### config.mk
export PLATFORM = sky130hd
export DESIGN_NAME = udp_packet_builder
export DESIGN_NICKNAME = d
export VERILOG_FILES = /design/src/rtl/udp_packet_builder.sv
export SDC_FILE = /design/constraint.sdc
export NUM_CORES = 1
export LEC_CHECK = 0
export BUFFER_PORTS_ARGS = -buffer_cell sky130_fd_sc_hd__buf_2
export CORE_MARGIN = 4
export CORE_UTILIZATION = 52
export DETAILED_ROUTE_END_ITERATION = 10
export PLACE_DENSITY = 0.83
export SKIP_CTS_REPAIR_TIMING = 1
export SKIP_LAST_GASP = 1
export SLEW_MARGIN = 20
export SYNTH_ARGS = -nofsm -noshare
export SYNTH_HDL_FRONTEND = slang
export SYNTH_SLANG_ARGS = --single-unit
### constraint.sdc
create_clock -name clk -period 4.6 [get_ports clk]
set_input_delay 0.92 -clock clk [delete_from_list [all_inputs] [get_ports clk]]
set_output_delay 0.92 -clock clk [all_outputs]
set_load 0.02 [all_outputs]
### src/rtl/udp_packet_builder.sv
// Builds an Ethernet/IPv4/UDP frame: a 42-byte header generated from latched
// request fields, followed by the payload passed straight through from in_data.
module udp_packet_builder #(
  parameter logic [7:0]  IP_TTL      = 8'd64,
  parameter int unsigned MAX_PAYLOAD = 1472
) (
  input  logic        clk,
  input  logic        reset,
  input  logic [47:0] src_mac,
  input  logic [47:0] dst_mac,
  input  logic [31:0] src_ip,
  input  logic [31:0] dst_ip,
  input  logic [15:0] src_port,
  input  logic [15:0] dst_port,
  input  logic [10:0] payload_len,
  input  logic        start_valid,
  output logic        start_ready,
  input  logic [7:0]  in_data,
  input  logic        in_valid,
  output logic        in_ready,
  output logic [7:0]  out_data,
  output logic        out_valid,
  input  logic        out_ready,
  output logic        out_last,
  output logic        len_err
);

  typedef enum logic [1:0] {IDLE, HEADER, PAYLOAD} state_t;

  state_t state, state_next;

  logic [47:0] cfg_src_mac, cfg_dst_mac;
  logic [31:0] cfg_src_ip, cfg_dst_ip;
  logic [15:0] cfg_src_port, cfg_dst_port;
  logic [10:0] cfg_len;

  logic [5:0]  hdr_idx;
  logic [10:0] pay_cnt;
  logic [19:0] csum_acc;
  logic [3:0]  csum_idx;

  logic        accept, too_long, hdr_xfer, pay_xfer;
  logic [15:0] total_len, udp_len, csum_word, hdr_checksum, fold2;
  logic [16:0] fold1;
  logic [335:0] hdr_vec;
  logic [8:0]  hdr_bit;
  logic [7:0]  hdr_byte;

  assign accept    = start_valid & start_ready;
  assign too_long  = 32'(payload_len) > MAX_PAYLOAD;
  assign total_len = 16'(cfg_len) + 16'd28;
  assign udp_len   = 16'(cfg_len) + 16'd8;

  // Word 0 (16'h4500) is loaded at accept; words 1..8 follow one per cycle.
  always_comb begin
    csum_word = '0;
    case (csum_idx)
      4'd1:    csum_word = total_len;
      4'd2:    csum_word = 16'h0000;
      4'd3:    csum_word = 16'h4000;
      4'd4:    csum_word = {IP_TTL, 8'h11};
      4'd5:    csum_word = cfg_src_ip[31:16];
      4'd6:    csum_word = cfg_src_ip[15:0];
      4'd7:    csum_word = cfg_dst_ip[31:16];
      4'd8:    csum_word = cfg_dst_ip[15:0];
      default: csum_word = '0;
    endcase
  end

  // Two folds absorb every carry a 9-word sum can produce.
  assign fold1        = {1'b0, csum_acc[15:0]} + {13'b0, csum_acc[19:16]};
  assign fold2        = fold1[15:0] + {15'b0, fold1[16]};
  assign hdr_checksum = ~fold2;

  assign hdr_vec = {cfg_dst_mac, cfg_src_mac, 16'h0800,
                    16'h4500, total_len, 16'h0000, 16'h4000, IP_TTL, 8'h11,
                    hdr_checksum, cfg_src_ip, cfg_dst_ip,
                    cfg_src_port, cfg_dst_port, udp_len, 16'h0000};
  assign hdr_bit  = 9'd335 - {hdr_idx, 3'b000};
  assign hdr_byte = hdr_vec[hdr_bit -: 8];

  always_ff @(posedge clk) begin
    if (reset) state <= IDLE;
    else       state <= state_next;
  end

  always_comb begin
    state_next  = state;
    start_ready = 1'b0;
    out_valid   = 1'b0;
    out_data    = 8'h00;
    out_last    = 1'b0;
    in_ready    = 1'b0;
    hdr_xfer    = 1'b0;
    pay_xfer    = 1'b0;
    if (reset) begin
      state_next = IDLE;
    end else begin
      case (state)
        IDLE: begin
          start_ready = 1'b1;
          if (start_valid && !too_long) state_next = HEADER;
        end
        HEADER: begin
          out_valid = 1'b1;
          out_data  = hdr_byte;
          out_last  = (hdr_idx == 6'd41) && (cfg_len == 11'd0);
          hdr_xfer  = out_ready;
          if (out_ready && hdr_idx == 6'd41)
            state_next = (cfg_len == 11'd0) ? IDLE : PAYLOAD;
        end
        PAYLOAD: begin
          out_valid = in_valid;
          out_data  = in_data;
          in_ready  = out_ready;
          out_last  = in_valid && (pay_cnt == 11'd1);
          pay_xfer  = in_valid && out_ready;
          if (pay_xfer && pay_cnt == 11'd1) state_next = IDLE;
        end
        default: state_next = IDLE;
      endcase
    end
  end

  always_ff @(posedge clk) begin
    if (reset) begin
      cfg_src_mac  <= '0;
      cfg_dst_mac  <= '0;
      cfg_src_ip   <= '0;
      cfg_dst_ip   <= '0;
      cfg_src_port <= '0;
      cfg_dst_port <= '0;
      cfg_len      <= '0;
      hdr_idx      <= '0;
      pay_cnt      <= '0;
      csum_acc     <= '0;
      csum_idx     <= '0;
      len_err      <= 1'b0;
    end else begin
      len_err <= accept && too_long;
      if (accept && !too_long) begin
        cfg_src_mac  <= src_mac;
        cfg_dst_mac  <= dst_mac;
        cfg_src_ip   <= src_ip;
        cfg_dst_ip   <= dst_ip;
        cfg_src_port <= src_port;
        cfg_dst_port <= dst_port;
        cfg_len      <= payload_len;
        hdr_idx      <= '0;
        pay_cnt      <= payload_len;
        csum_acc     <= 20'h04500;
        csum_idx     <= 4'd1;
      end else begin
        if (hdr_xfer) hdr_idx <= hdr_idx + 6'd1;
        if (pay_xfer) pay_cnt <= pay_cnt - 11'd1;
        // Runs independently of out_ready, so stalls cannot disturb the sum.
        if (csum_idx != 4'd0 && csum_idx < 4'd9) begin
          csum_acc <= csum_acc + {4'b0, csum_word};
          csum_idx <= csum_idx + 4'd1;
        end
      end
    end
  end

endmodule

* Word-level counts from Yosys, hierarchy flattened *
Index checks and enable logic that the tools add are counted.

storage, ports and cells
  flip-flop bits (word level) = 247
  input bits = 216
  output and inout bits = 13

operators by class
  $add $sub $neg = 9
  $lt $le $gt $ge = 2
  equal/unequal tests = 14
  shift operators = 1
  mux-type cells = 26
  bitwise logic cells = 2
  reductions and logical operators = 17

operators by type and width
  cell                     count
  $shiftx A343 B10 Y8      1
  $pmux W16 S7             1
  $mux W15                 2
  $mux W11                 2
  $add A20 B16 Y20         1
  $add A16 B4 Y17          1
  $add A16 B1 Y16          1
  $eq A4 B3 Y1 const B     4
  $not A16 Y16             1
  $pmux W8 S2              1
  $add A11 B4 Y12 const B  1
  $add A11 B5 Y12 const B  1
  $mux W1                  12
  $eq A11 B1 Y1 const B    1
  $gt A11 B11 Y1 const B   1
  $logic_not A11 Y1        1
  $sub A11 B1 Y11 const B  1
  $logic_and A1 B1 Y1      9
  $sub A9 B9 Y9 const A    1
  $mux W2                  4
  $mux W8                  1
  $add A6 B1 Y6 const B    1
  $eq A6 B6 Y1 const B     1
  $ne A2 B2 Y1 const B     3
  16 further kinds         18

* Logic depth before layout (Yosys ltp) *
Gate-level depths: netlist of the first run.

  depth after elaboration = 6
  mapped depth = 16

* Worst setup path before layout of the first run *
No wires, ideal clock.

  kind = register to output
  from = reg csum_acc[16]
  to = out out_data[4]
  arrival time = 3,929 ps
  setup slack = -249 ps
  cell stages (with the launch flop) = 15
  buffers on the path = 0
  cells stage by stage = dfxtp_1 ha_1 fa_1 a211oi_1 nor4_1 and3_1 ha_1 ha_1 nand2_1 a2111oi_1 nor2_1 a2111oi_2 o21ai_1 and3_1 o31ai_1

on the way
  word-level cells in the longest chain between the ends = 6

ends and longest elaborated chain
  item                    line  RTL
  from (decl)             39    logic [19:0] csum_acc;
  from (signal assigned)  158   csum_acc <= csum_acc + {4'b0, csum_word};
  $add A16 B4 Y17         71    assign fold1 = {1'b0, csum_acc[15:0]} + {13'b0, csum_acc[19:16]};
  $add A16 B1 Y16         72    assign fold2 = fold1[15:0] + {15'b0, fold1[16]};
  $not A16 Y16            73    assign hdr_checksum = ~fold2;
  $shiftx A343 B10 Y8     80    assign hdr_byte = hdr_vec[hdr_bit -: 8];
  $pmux W8 S2             99    case (state)
  $mux W8                 96    if (reset) begin
  to (decl)               21    output logic [7:0] out_data,

Every way passes these cells.

* Worst setup path after layout of the first run *
  from = reg csum_acc[16]
  to = out out_data[6]

Same word-level chain as after synthesis.

==> results of run 1 <==
==> registers in the layout (all words and copies together), names as in the netlist <==
signal / cells
len_err: 1
cfg_src_mac: 48
cfg_src_port: 16
hdr_idx: 6
cfg_src_ip: 32
pay_cnt: 11
csum_acc: 20
cfg_dst_ip: 32
cfg_dst_mac: 48
cfg_len: 11
state: 2
cfg_dst_port: 16
csum_idx: 4
==> where the power goes <==
| group | switching, W | internal (W) |
|---|---|---|
| clock | 0.000918 | 0.00141 |
| sequential | 0.000196 | 0.00234 |
| combinational | 0.000912 | 0.000567 |
==> per-layer routing <==
layer	up-vias	share of wire, %	track usage, %
met5	-	0.025	0
met4	2	4.8	12.4
met3	147	9.2	5.39
met2	729	46	46.5
met1	6428	40	39.7
li1	6375	-	-
==> cells by family (layout without fill, tap and decap cells) <==
logic type	Yosys count	after routing	synth area share (%)
xor gates and xnor gates	54	54	3.52
AOI/OAI and AO/OA	455	455	20.6
DFF	247	247	36.8
adders and majority gates	42	42	4.03
and+or+nand+nor	697	697	22.2
muxes	64	64	8.52
buffers and inverters	151	349	4.33
==> cell usage after synthesis, types with 12 or more instances <==
master      n
mux4_2     40
o211ai_1   17
nor2b_1    12
o21ai_1    24
xor2_1     16
and3_1     12
dfxtp_1   247
nor3_1     29
ha_1       40
inv_1      27
xnor2_1    38
buf_1      12
nand3_1    42
nand2_1   480
nor2_1     55
o21ai_0    31
mux2i_1    22
a21oi_1   244
clkbuf_1  101
a22oi_1    29
a211oi_1   13
==> critical path, stage by stage (launching register included) <==
cell       delay [ns]
dfxtp_2          0.33
ha_4             0.16
fa_2             0.41
a211oi_4         0.32
nor4_4           0.06
and3_4           0.20
ha_4             0.17
ha_4             0.16
nand2_2          0.05
a2111oi_2        0.03
buf_4            0.18
buf_6            0.12
o31ai_4          0.21
a21boi_2         0.11
mux2i_1          0.22
nor3_2           0.08
a211oi_2         0.27
buf_4            0.20
==> area by class of cell <==
class,count,area share [%]
multi-input cells,1312,50.7
inverters,29,0.687
flip-flops and latches,247,30.6
repair buffers,273,9.63
well taps,330,2.55
clock buffers,36,4.81
clock inverters,11,1.09
==> per-stage QoR <==
stage / setup WS [ns] / utilization, %
4_1_cts: -0.602 / 62.9
6_report: -0.153 / 64.2
3_3_place_gp: 0.0688 / 59.1
3_5_place_dp: -0.00471 / 59.1
5_1_grt: -0.252 / 64.2
2_1_floorplan: 0.00440 / -
==> how the worst max path moves through the flow <==
stage          slack, ns                 startpoint          end
2_1_floorplan      0.004  csum_acc[16]$_SDFFE_PP0P_  out_data[4]
3_3_place_gp        0.07   csum_acc[0]$_SDFFE_PP0P_  out_data[4]
3_5_place_dp      -0.005   csum_acc[0]$_SDFFE_PP0P_  out_data[4]
4_1_cts            -0.60  csum_acc[16]$_SDFFE_PP0P_  out_data[4]
5_1_grt            -0.25   csum_acc[3]$_SDFFE_PP0P_  out_data[2]
6_report           -0.15  csum_acc[16]$_SDFFE_PP0P_  out_data[6]
==> summary.txt, run 1 <==
Place
  • Detail Placement HPWL: 31.7 mm
  • Post-DP Area: 14900 um2
  • I/O Buffers: 228
  • Placed insts: 2188
  • GPL Wtd Cong: 1.01

Synthesis
  • Netlist cell types: 73
  • Number of synthesized flops with an enable pin: 0
  • Asr flop ratio synth: 0%
  • Synth top area share: 36.8%
  • Synth area leaders: dfxtp_1, nand2_1, a21oi_1
  • Yosys warns: 0
  • Register area share after synthesis: 36.8%
  • Main synth FF type: dfxtp_1
  • Most area-hungry cell type in the Yosys netlist: dfxtp_1
  • Post-synth net total: 1968
  • Synthesized area: 13400 um2
  • Avg Inst Size Synth: 7.85 um2
  • FF+latch count, synth: 247
  • Mapped Cells: 1710

Floorplan
  • Chip height: 169 um
  • Initial Util: 53.1%
  • Die footprint: 28400 um2
  • Die W: 169 um
  • I/O pins: 229
  • Rows: 58
  • Core ar.: 25300 um2

Layout
  • Share of cells above drive strength 1: 21.9%
  • Final cell count without fillers: 2238
  • Area Overhead vs Synth: 20.8%
  • ANT cells: 0
  • Commonest non-fill, non-tap cell in the layout: nand2_1
  • Design Area, Final: 16200 um2
  • Commonest non-fill, non-tap cells in the layout: nand2_1, a21oi_1, dfxtp_1, buf_2, nor2_1
  • Final #Nets: 2148
  • Fillers: 2151
  • Area of the multi-input gates: 8210 um2
  • Register area: 4960 um2

CTS
  • H-tree lvl count: 1
  • Clock buffer depth: 3
  • Reg clk slew, reported paths: 0.06 ns
  • CTS Root Cell: clkbuf_16
  • CTS Buf Count: 27
  • CTS tree: built
  • Clk_lat worst skew: 0.55 ns
  • CTS sink cnt: 247

STA
  • Min cycle time layout: 4.75 ns
  • Achievable Freq: 0.210 GHz
  • Fin crit share: 103%
  • Slew HR: 25.7%
  • Fin. Hold Viols: 0
  • Actual slew at the worst max-slew pin: 1.11 ns
  • Final setup margin: -0.153 ns
  • Setup_tns: -0.612 ns
  • Post-Route Skew: 0.0109 ns
  • Slew Limit Fails: 0
  • Final setup viols: 7
  • Final Hold Slack: 0.454 ns
  • RSZ-0062 raised after global routing: yes

Global routing
  • Largest net degree at the start of global routing: 199
  • Initial antenna violation count: 1
  • All-Layer GR Usage: 29.4%
  • GRT overflow: 0
  • Global-route wire length before repair: 68.0 mm
  • Vias in the first global route: 12800

Critical path
  • FF-to-FF Start: csum_idx[3]$_SDFFE_PP0P_
  • Reg2reg path depth: 12
  • CP startpoint kind: flop
  • R2r setup slk: 0.32 ns
  • Req. time, crit path: 3.68 ns
  • Worst Path Max Fanout: 2
  • RR Endpoint: csum_acc[18]$_SDFFE_PP0P_
  • Crit. End Element: primary output
  • CP arrival: 3.83 ns
  • Crit path kind: flop to primary output

Min path
  • Hold path start: cfg_dst_port[9]$_SDFFE_PP0P_
  • Worst min-delay path class: flop to flop
  • Hold depth: 2
  • Worst Hold Endpoint: cfg_dst_port[9]$_SDFFE_PP0P_

Drt
  • Number of DRC markers after the initial detailed-route iteration: 1564
  • Number of vias per cell: 6.11
  • Routed wire length: 44.3 mm
  • DR WL/cell: 19.8 um
  • Residual DRC: 0
  • Number of nets with antenna violations after routing: 0
  • Via count: 13700
  • Iteration count of the initial detailed-routing pass: 6

Power
  • VDD IR max: 0.000330 V
  • Leak pwr: 6.08 nW
  • Total Power: 0.00635 W
  • Power Dens Cells: 392 nW/um2

Outcome
  • Failing checks: setup timing
  • Status: complete, but fails checks

Flow run
  • Max-Cap Viols: 0
No activity file was read; power rests on OpenSTA's default activity.
==> inputs of run 2 (changes only) <==
--- a/config.mk
+++ b/config.mk
@@ -7,9 +7,10 @@
 export LEC_CHECK = 0
 export BUFFER_PORTS_ARGS = -buffer_cell sky130_fd_sc_hd__buf_2
 export CORE_MARGIN = 4
-export CORE_UTILIZATION = 52
+export CORE_UTILIZATION = 53
+export CTS_BUF_LIST = sky130_fd_sc_hd__clkbuf_8
 export DETAILED_ROUTE_END_ITERATION = 10
-export PLACE_DENSITY = 0.83
+export PLACE_DENSITY = 0.84
 export SKIP_CTS_REPAIR_TIMING = 1
 export SKIP_LAST_GASP = 1
 export SLEW_MARGIN = 20
==> summary.txt, run 2 (synthesis gave the netlist of run 1 again) <==
Layout
  • Commonest non-fill, non-tap cell in the layout: nand2_1
  • Final core utilization: 65.4% (+1.3 points)
  • Commonest non-fill, non-tap cells in the layout: nand2_1, a21oi_1, dfxtp_1, buf_2, nor2_1
  • Share of cells above drive strength 1: 22.5% (+0.62 points)
  • Area Overhead vs Synth: 20.0%
  • Top flop regs: cfg_dst_mac (48), cfg_src_mac (48)
  • Final #Nets: 2166 (+0.84%)
  • Design Area, Final: 16100 um2 (-0.66%)

STA
  • Achievable Freq: 0.210 GHz (-0.25%)
  • Fin crit share: 104% (+0.26 points)
  • Min cycle time layout: 4.77 ns (+0.0121 ns)
  • RSZ-0062 raised after global routing: yes
  • Final setup margin: -0.165 ns (-0.0121 ns)
  • Slew HR: 31.3% (+5.6 points)
  • Actual slew at the worst max-slew pin: 1.03 ns (-0.0838 ns)
  • Final setup viols: 3 (-4)
  • Fin. Hold Viols: 0 (unchanged)
  • Post-Route Skew: 0.0199 ns (+0.00906 ns)
  • Final Hold Slack: 0.453 ns (-0.000280 ns)
  • Slew Limit Fails: 0 (unchanged)

Critical path
  • Crit path kind: flop to primary output
  • R2r setup slk: 0.39 ns (+0.07 ns)
  • CP arrival: 3.85 ns (+0.02 ns)
  • Worst Path Buf+Inv: 2 (-1)
  • Critical path's top delay family: compound AO/OA/AOI/OAI gates
  • Req. time, crit path: 3.68 ns (about the same)
  • Crit. End Element: primary output
  • CP Cell Sequence: ha_4 > fa_2 > a211oi_2 > nor4_2 > and3_1 > ha_2 > buf_4 > o2111ai_1 > and4b_2 > or3_1 > a211oi_2 > a211oi_1 > o221ai_1 > buf_4
  • Slowest CP cell: fa_2
  • CP startpoint kind: flop
  • Max incr delay on CP: 0.37 ns (-0.04 ns)
  • Worst Path Max Fanout: 4 (+2)

CTS
  • Reg clk slew, reported paths: 0.06 ns (about the same)
  • CTS Buf Count: 42 (+56%)
  • CTS Root Cell: clkbuf_8
  • CTS sink cnt: 247 (unchanged)
  • Clk_lat worst skew: 0.55 ns (about the same)
  • CTS tree: built
  • H-tree lvl count: 2 (+1)
  • Clock buffer depth: 3 (unchanged)

Drt
  • Residual DRC: 0 (unchanged)
  • Routed wire length: 45.2 mm (+2.1%)
  • Iteration count of the initial detailed-routing pass: 8 (+2)
  • Via count: 13700 (-0.058%)
  • Number of DRC markers after the initial detailed-route iteration: 1484 (-5.1%)
  • Number of nets with antenna violations after routing: 0 (unchanged)
  • DR WL/cell: 20.0 um (+0.90%)
  • Number of vias per cell: 6.04 (-1.2%)

Floorplan
  • Initial Util: 54.5% (+1.4 points)
  • Die W: 167 um (-0.90%)
  • Rows: 57 (-1.7%)
  • Core ar.: 24600 um2 (-2.6%)
  • I/O pins: 229 (unchanged)
  • Chip height: 167 um (-0.90%)
  • Die footprint: 27900 um2 (-1.8%)

Global routing
  • Initial antenna violation count: 2 (+1)
  • Vias in the first global route: 13100 (+2.5%)
  • All-Layer GR Usage: 30.5% (+1.1 points)
  • Largest net degree at the start of global routing: 104 (-48%)
  • Global-route wire length before repair: 69.6 mm (+2.3%)
  • GRT overflow: 0 (unchanged)

Place
  • GPL Wtd Cong: 1.01 (-0.38%)
  • Detail Placement HPWL: 32.8 mm (+3.4%)
  • Pre-CTS setup slack: -0.114 ns (-0.109 ns)
  • Post-DP Area: 15000 um2 (+0.23%)
  • I/O Buffers: 228 (unchanged)

Power
  • Total Power: 0.00614 W (-3.4%)
  • Power Dens Cells: 381 nW/um2 (-2.7%)
  • VDD IR max: 0.000316 V (-4.3%)
  • Leak pwr: 6.12 nW (+0.58%)

Flow run
  • Max-Cap Viols: 0 (unchanged)

Min path
  • Worst min-delay path class: flop to flop

Outcome
  • Status: complete, but fails checks
  • Failing checks: setup timing
run 2: cell types whose count changed in the layout (fill, tap and decap cells not counted), sizes merged:
cell,previous run,this run
bufinv,4,3
clkinvlp,1,0
diode,0,1
clkbuf,36,51
clkinv,5,6
buf,273,276
inv,30,45
run 2: layer usage:
layer	global-route usage [%]	wire length (um)
met1	41.4	18200
met2	49.2	21200
met3	5.66	4190
met4	10.8	1600
met5	0	13
run 2: path summary, 6_finish.rpt:
check        depth (start not counted)                      endpoint                         start
max                                 14                   out_data[5]     csum_acc[16]$_SDFFE_PP0P_
min                                  2  cfg_dst_mac[22]$_SDFFE_PP0P_  cfg_dst_mac[22]$_SDFFE_PP0P_
max reg2reg                         11     csum_acc[14]$_SDFFE_PP0P_      csum_idx[3]$_SDFFE_PP0P_
min reg2reg                          2  cfg_dst_mac[22]$_SDFFE_PP0P_  cfg_dst_mac[22]$_SDFFE_PP0P_
run 2: area by class of cell:
cell class              instances  area, um2
diodes                          1       2.50
clock buffers                  51        702
clock inverters                25        190
fillers                      2059       8500
inverters                      29        109
multi-input cells            1312       8150
flip-flops and latches        247       4960
well taps                     324        405
repair buffers                276       1580
run 2: metrics by stage:
stage	TNS [ns]	std cells
floorplan	0	1710
global placement	0	2186
detailed placement	-0.372	2186
CTS	-3.87	2262
global route	-1.42	2265
finish	-0.337	2265
run 2: worst min-delay path, delay by kind of cell, from the launching register on:
family	cells	cell delay, ns
flops	1	0.31
simple gates	1	0.05
compound gates	1	0.05
run 2: report_power, final:
part	internal, W	switching, W	total, W
Combinational	0.000572	0.000925	0.00150
Sequential	0.00234	0.000192	0.00254
Clock	0.00118	0.000925	0.00210
